===== config.mk =====
export PLATFORM = sky130hd
export DESIGN_NAME = dac_sample_sequencer
export DESIGN_NICKNAME = d
export VERILOG_FILES = /design/src/rtl/dac_sample_sequencer.sv
export SDC_FILE = /design/constraint.sdc
export NUM_CORES = 1
export LEC_CHECK = 0
export ABC_AREA = 1
export ABC_CLOCK_PERIOD_IN_PS = 2980
export BUFFER_PORTS_ARGS = -buffer_cell sky130_fd_sc_hd__buf_2
export CAP_MARGIN = 15
export CORE_MARGIN = 10
export CORE_UTILIZATION = 30
export CTS_CLUSTER_SIZE = 24
export DETAILED_ROUTE_END_ITERATION = 7
export SLEW_MARGIN = 20
export SYNTH_ARGS = -nofsm -noshare
export SYNTH_HDL_FRONTEND = slang
export SYNTH_SLANG_ARGS = --single-unit
export TNS_END_PERCENT = 100

===== constraint.sdc =====
create_clock -name clk -period 2.98 [get_ports clk]
set_input_delay 0.298 -clock clk [delete_from_list [all_inputs] [get_ports clk]]
set_output_delay 0.298 -clock clk [all_outputs]
set_load 0.01 [all_outputs]

===== src/rtl/dac_sample_sequencer.sv =====
// dac_sample_sequencer
// Paces 12-bit codes from a valid/ready stream into the r2r_dac_buffered macro.
// Samples land in a small FIFO. A programmable divider produces sample ticks,
// and each tick pops one code into the registered DAC data bus. A tick that
// finds the FIFO empty keeps the last code and latches a sticky underflow flag.

module dac_sample_sequencer #(
  parameter int DEPTH = 8,
  parameter int DIV_W = 16
) (
  input  logic                     clk,
  input  logic                     rst_n,
  input  logic                     enable,
  input  logic [DIV_W-1:0]         period,
  input  logic                     invert,
  input  logic [11:0]              s_data,
  input  logic                     s_valid,
  output logic                     s_ready,
  output logic [$clog2(DEPTH):0]   level,
  output logic                     underflow,
  input  logic                     clr_underflow,
  output logic [11:0]              dac_d,
  output logic                     sample_strobe
);

  localparam int          AW       = $clog2(DEPTH);
  localparam int          LW       = AW + 1;
  localparam logic [LW-1:0] FULL_LVL = LW'(DEPTH);
  localparam logic [11:0] MID_CODE = 12'h800;

  logic [DIV_W-1:0] cnt;
  logic [AW-1:0]    wr_ptr;
  logic [AW-1:0]    rd_ptr;
  logic [11:0]      mem [DEPTH];

  logic tick;
  logic push;
  logic pop;
  logic empty_tick;

  // Tick and FIFO handshake decode; ready depends on registered occupancy only.
  always_comb begin
    tick       = enable && (cnt == period);
    s_ready    = (level != FULL_LVL);
    push       = s_valid && s_ready;
    pop        = tick && (level != '0);
    empty_tick = tick && (level == '0);
  end

  // Sample-period divider: counts up to period, wraps through all-ones if
  // period is lowered beneath the running count, held at zero while disabled.
  always_ff @(posedge clk or negedge rst_n) begin
    if (!rst_n) begin
      cnt <= '0;
    end else if (!enable || tick) begin
      cnt <= '0;
    end else begin
      cnt <= cnt + DIV_W'(1);
    end
  end

  // FIFO storage; contents are don't-care until written, so no reset.
  always_ff @(posedge clk) begin
    if (push) begin
      mem[wr_ptr] <= s_data;
    end
  end

  // Pointers wrap modulo DEPTH; occupancy is tracked by its own counter.
  always_ff @(posedge clk or negedge rst_n) begin
    if (!rst_n) begin
      wr_ptr <= '0;
      rd_ptr <= '0;
      level  <= '0;
    end else begin
      if (push) begin
        wr_ptr <= wr_ptr + AW'(1);
      end
      if (pop) begin
        rd_ptr <= rd_ptr + AW'(1);
      end
      case ({push, pop})
        2'b10:   level <= level + LW'(1);
        2'b01:   level <= level - LW'(1);
        default: level <= level;
      endcase
    end
  end

  // DAC code register; invert is applied at update time because the macro
  // output falls with rising code.
  always_ff @(posedge clk or negedge rst_n) begin
    if (!rst_n) begin
      dac_d         <= MID_CODE;
      sample_strobe <= 1'b0;
    end else begin
      sample_strobe <= pop;
      if (pop) begin
        dac_d <= mem[rd_ptr] ^ {12{invert}};
      end
    end
  end

  // Sticky underflow flag; a new empty tick outranks a clear in the same cycle.
  always_ff @(posedge clk or negedge rst_n) begin
    if (!rst_n) begin
      underflow <= 1'b0;
    end else if (empty_tick) begin
      underflow <= 1'b1;
    end else if (clr_underflow) begin
      underflow <= 1'b0;
    end
  end

endmodule


==> results.py <==
metrics = {
    "clock_tree": {
        "cts-resized-gates": 0,
        "clockBufferDepth": 2,
        "clock_sinks": 136,
        "post_cts_buffers": 0,
        "numCtsBuffers": 17,
        "cts_max_level": 4,
        "clock-root-buffer": "clkbuf_16",
        "clk_pin_slew_ns": 0.06,
        "clk_latency_ns": 0.42,
        "ctsHoldBuffers": 0,
        "cts_tree": "yes",
    },
    "yosys": {
        "synth-edff-count": 96,
        "synth_warnings": 0,
        "synth_top_area_share_pct": 44.2,
        "syn_area_um2": 6520,
        "syn-instance-count": 734,
        "yosysMostFrequentCell": "nand2_1",
        "async_flop_share_pct": 29.4,
        "ys_seq_elements": 136,
        "synth_area_leaders": "edfxtp_1 44%, nand2_1 16%, dfrtp_1 15%",
        "synth_area_per_cell_um2": 8.88,
        "synth_fp_nets": 775,
        "synth_ff_type": "edfxtp_1",
        "synth_common_cells": "280 x nand2_1, 102 x inv_1, 96 x edfxtp_1",
        "ys_seq_area_share_pct": 59.6,
        "synth_cell_types": 35,
        "synth_area_leader_cell": "edfxtp_1",
    },
    "sta": {
        "fmax_ghz": 0.399,
        "setup_tns_ns": 0,
        "slew_headroom_pct": 39.7,
        "grt_setup_unrepaired": "no",
        "worst_pin_slew_ns": 0.904,
        "hold_viol": 0,
        "clock_skew_ns": 0.0134,
        "setup_viol": 0,
        "slew_viol_final": 0,
        "fin_crit_ns": 2.51,
        "min_period_over_period_pct": 84.2,
    },
    "floorplanning": {
        "die_h_um": 167,
        "rows": 53,
        "core_um2": 21200,
        "dieArea_um2": 28000,
        "die_width_um": 167,
        "start_util_pct": 30.7,
        "io_pins": 53,
    },
    "setup_path": {
        "r2r_cells": 13,
        "cpPeakStageDelay_ns": 0.43,
        "critPathMaxFanout": 5,
        "worst_ep_arrival_time_ns": 2.81,
        "startpoint_type": "flip-flop",
        "required_ns": 3.28,
        "path_common_cell": "nand2_1",
        "cp-end-kind": "flip-flop",
        "slowest_stage": "dfrtp_1",
        "crit_type": "reg -> reg",
        "cp_cell_sequence": "nand2_1 > nand2_1 > nor2_1 > nand2_1 > nor2_4 > nand4_4 > inv_2 > ha_1 > ha_1 > a21oi_1 > o21ai_0 > xor2_1 > mux2_2",
    },
    "cells_and_area": {
        "drive_above_1_share_pct": 15.6,
        "num_antenna_cells": 0,
        "instances_no_fill": 1083,
        "layout.nets": 837,
        "fillers": 2168,
        "areaGrowthSynthToFinish_pct": 18.3,
        "final_cell_area_um2": 7710,
    },
    "detailed_routing": {
        "ant_nets": 0,
        "initialDrtViolationCount": 343,
        "vias": 4704,
        "wl_um": 14900,
        "wire_per_inst_um": 13.8,
        "drt_first_pass_iters": 5,
        "drc": 0,
        "viasPerCell": 4.34,
    },
    "placement": {
        "port_buffers": 52,
        "placed_cell_area_um2": 7110,
        "dpl.hpwl_um": 9420,
        "place_congestion": 0.838,
        "place_inst": 1052,
    },
    "grt": {
        "use_met3_pct": 2.95,
        "grtUsageMet2_pct": 16.9,
        "antenna_found_initial": 0,
        "busiest_layer": "met2",
        "grt_max_degree": 51,
        "use_met1_pct": 14.6,
        "overflow": 0,
        "grt_pass1_wl_um": 24500,
        "grt.total_usage_pct": 10.9,
        "grt_pass1_vias": 4634,
    },
    "power_and_ir_drop": {
        "leakage_nw": 3.67,
        "p_per_area_nw_per_um2": 675,
        "ir_drop_v": 0.000413,
    },
    "run": {
        "drv_cap": 0,
    },
    "min_path": {
        "hold_class": "in -> async",
    },
    "status": {
        "status": "finished, final reports clean",
    },
}
-- logic make-up (layout without fill, tap and decap cells) --
logic type / after synthesis / after routing / synth area share [%]
buffers and inverters: 142 / 216 / 8.71
DFF: 136 / 136 / 59.6
and+or+nand+nor: 424 / 424 / 27.5
adders and majority gates: 7 / 7 / 1.46
AOI/OAI and AO/OA: 13 / 13 / 1.07
muxes: 1 / 1 / 0.173
xor gates and xnor gates: 11 / 11 / 1.48
-- placed cells by master, fill, tap and decap left out, drive strengths merged, types with 9 or more instances in the layout --
cell type,n
dfrtp,39
nand2,282
buf,67
xor2,9
clkbuf,17
edfxtp,96
inv,120
nor2,47
nand3,82
-- where the power goes --
part	switching (mW)	internal (mW)
logic	0.472	0.231
clock network	0.815	1.32
registers	0.0905	2.28
total	1.38	3.82
-- routing by layer --
layer  vias up  routed length, µm
met1      2163               7370
met5         -                  0
li1       2435                  -
met3         9                757
met2        97               6700
met4         0                 85
-- path summary, 6_finish.rpt --
check                              start         to  slack [ns]
setup / recovery                  cnt[0]   level[3]        0.47
setup reg to reg                  cnt[0]   level[3]        0.47
min in group clk           clr_underflow  underflow        0.08
hold / removal                     rst_n    cnt[13]       0.008
hold reg to reg                 dac_d[3]   dac_d[3]        0.48
max in group asynchronous          rst_n  rd_ptr[1]        2.40
-- through the flow --
step	utilization [%]	worst slack, ns	hold slack [ns]	total power [mW]
floorplan	-	0.503	0.00241	2.82
CTS	36.3	0.475	0.0446	5.26
global placement	33.5	0.593	0.466	3.10
finish	36.3	0.471	0.00843	5.20
detailed placement	33.5	0.483	0.467	3.12
global route	36.3	0.246	0.0760	5.47
-- critical path, delay by kind of cell (launching register included) --
kind / cells / cell delay, ns
compound gates: 2 / 0.28
xor+xnor: 1 / 0.15
fa+ha+maj: 2 / 0.52
buf+inv: 1 / 0.08
flops: 1 / 0.43
mux: 1 / 0.27
simple gates: 6 / 0.67
-- sequential cells by signal (all words and copies together) (netlist names) --
register and cells:
cnt 16, dac_d 12, level 4, mem 96, rd_ptr 3, sample_strobe 1
underflow 1, wr_ptr 3
-- layout make-up --
cell class / instances / area (µm²) / share of cell area (%)
Clock inverter: 14 / 174 / 2.26
Clock buffer: 17 / 425 / 5.52
Tap cell: 275 / 344 / 4.46
Sequential cell: 136 / 3880 / 50.4
Timing Repair Buffer: 67 / 373 / 4.84
Multi-Input combinational cell: 456 / 2070 / 26.8
Inverter: 118 / 443 / 5.74
(Power assumes the default switching activity.)
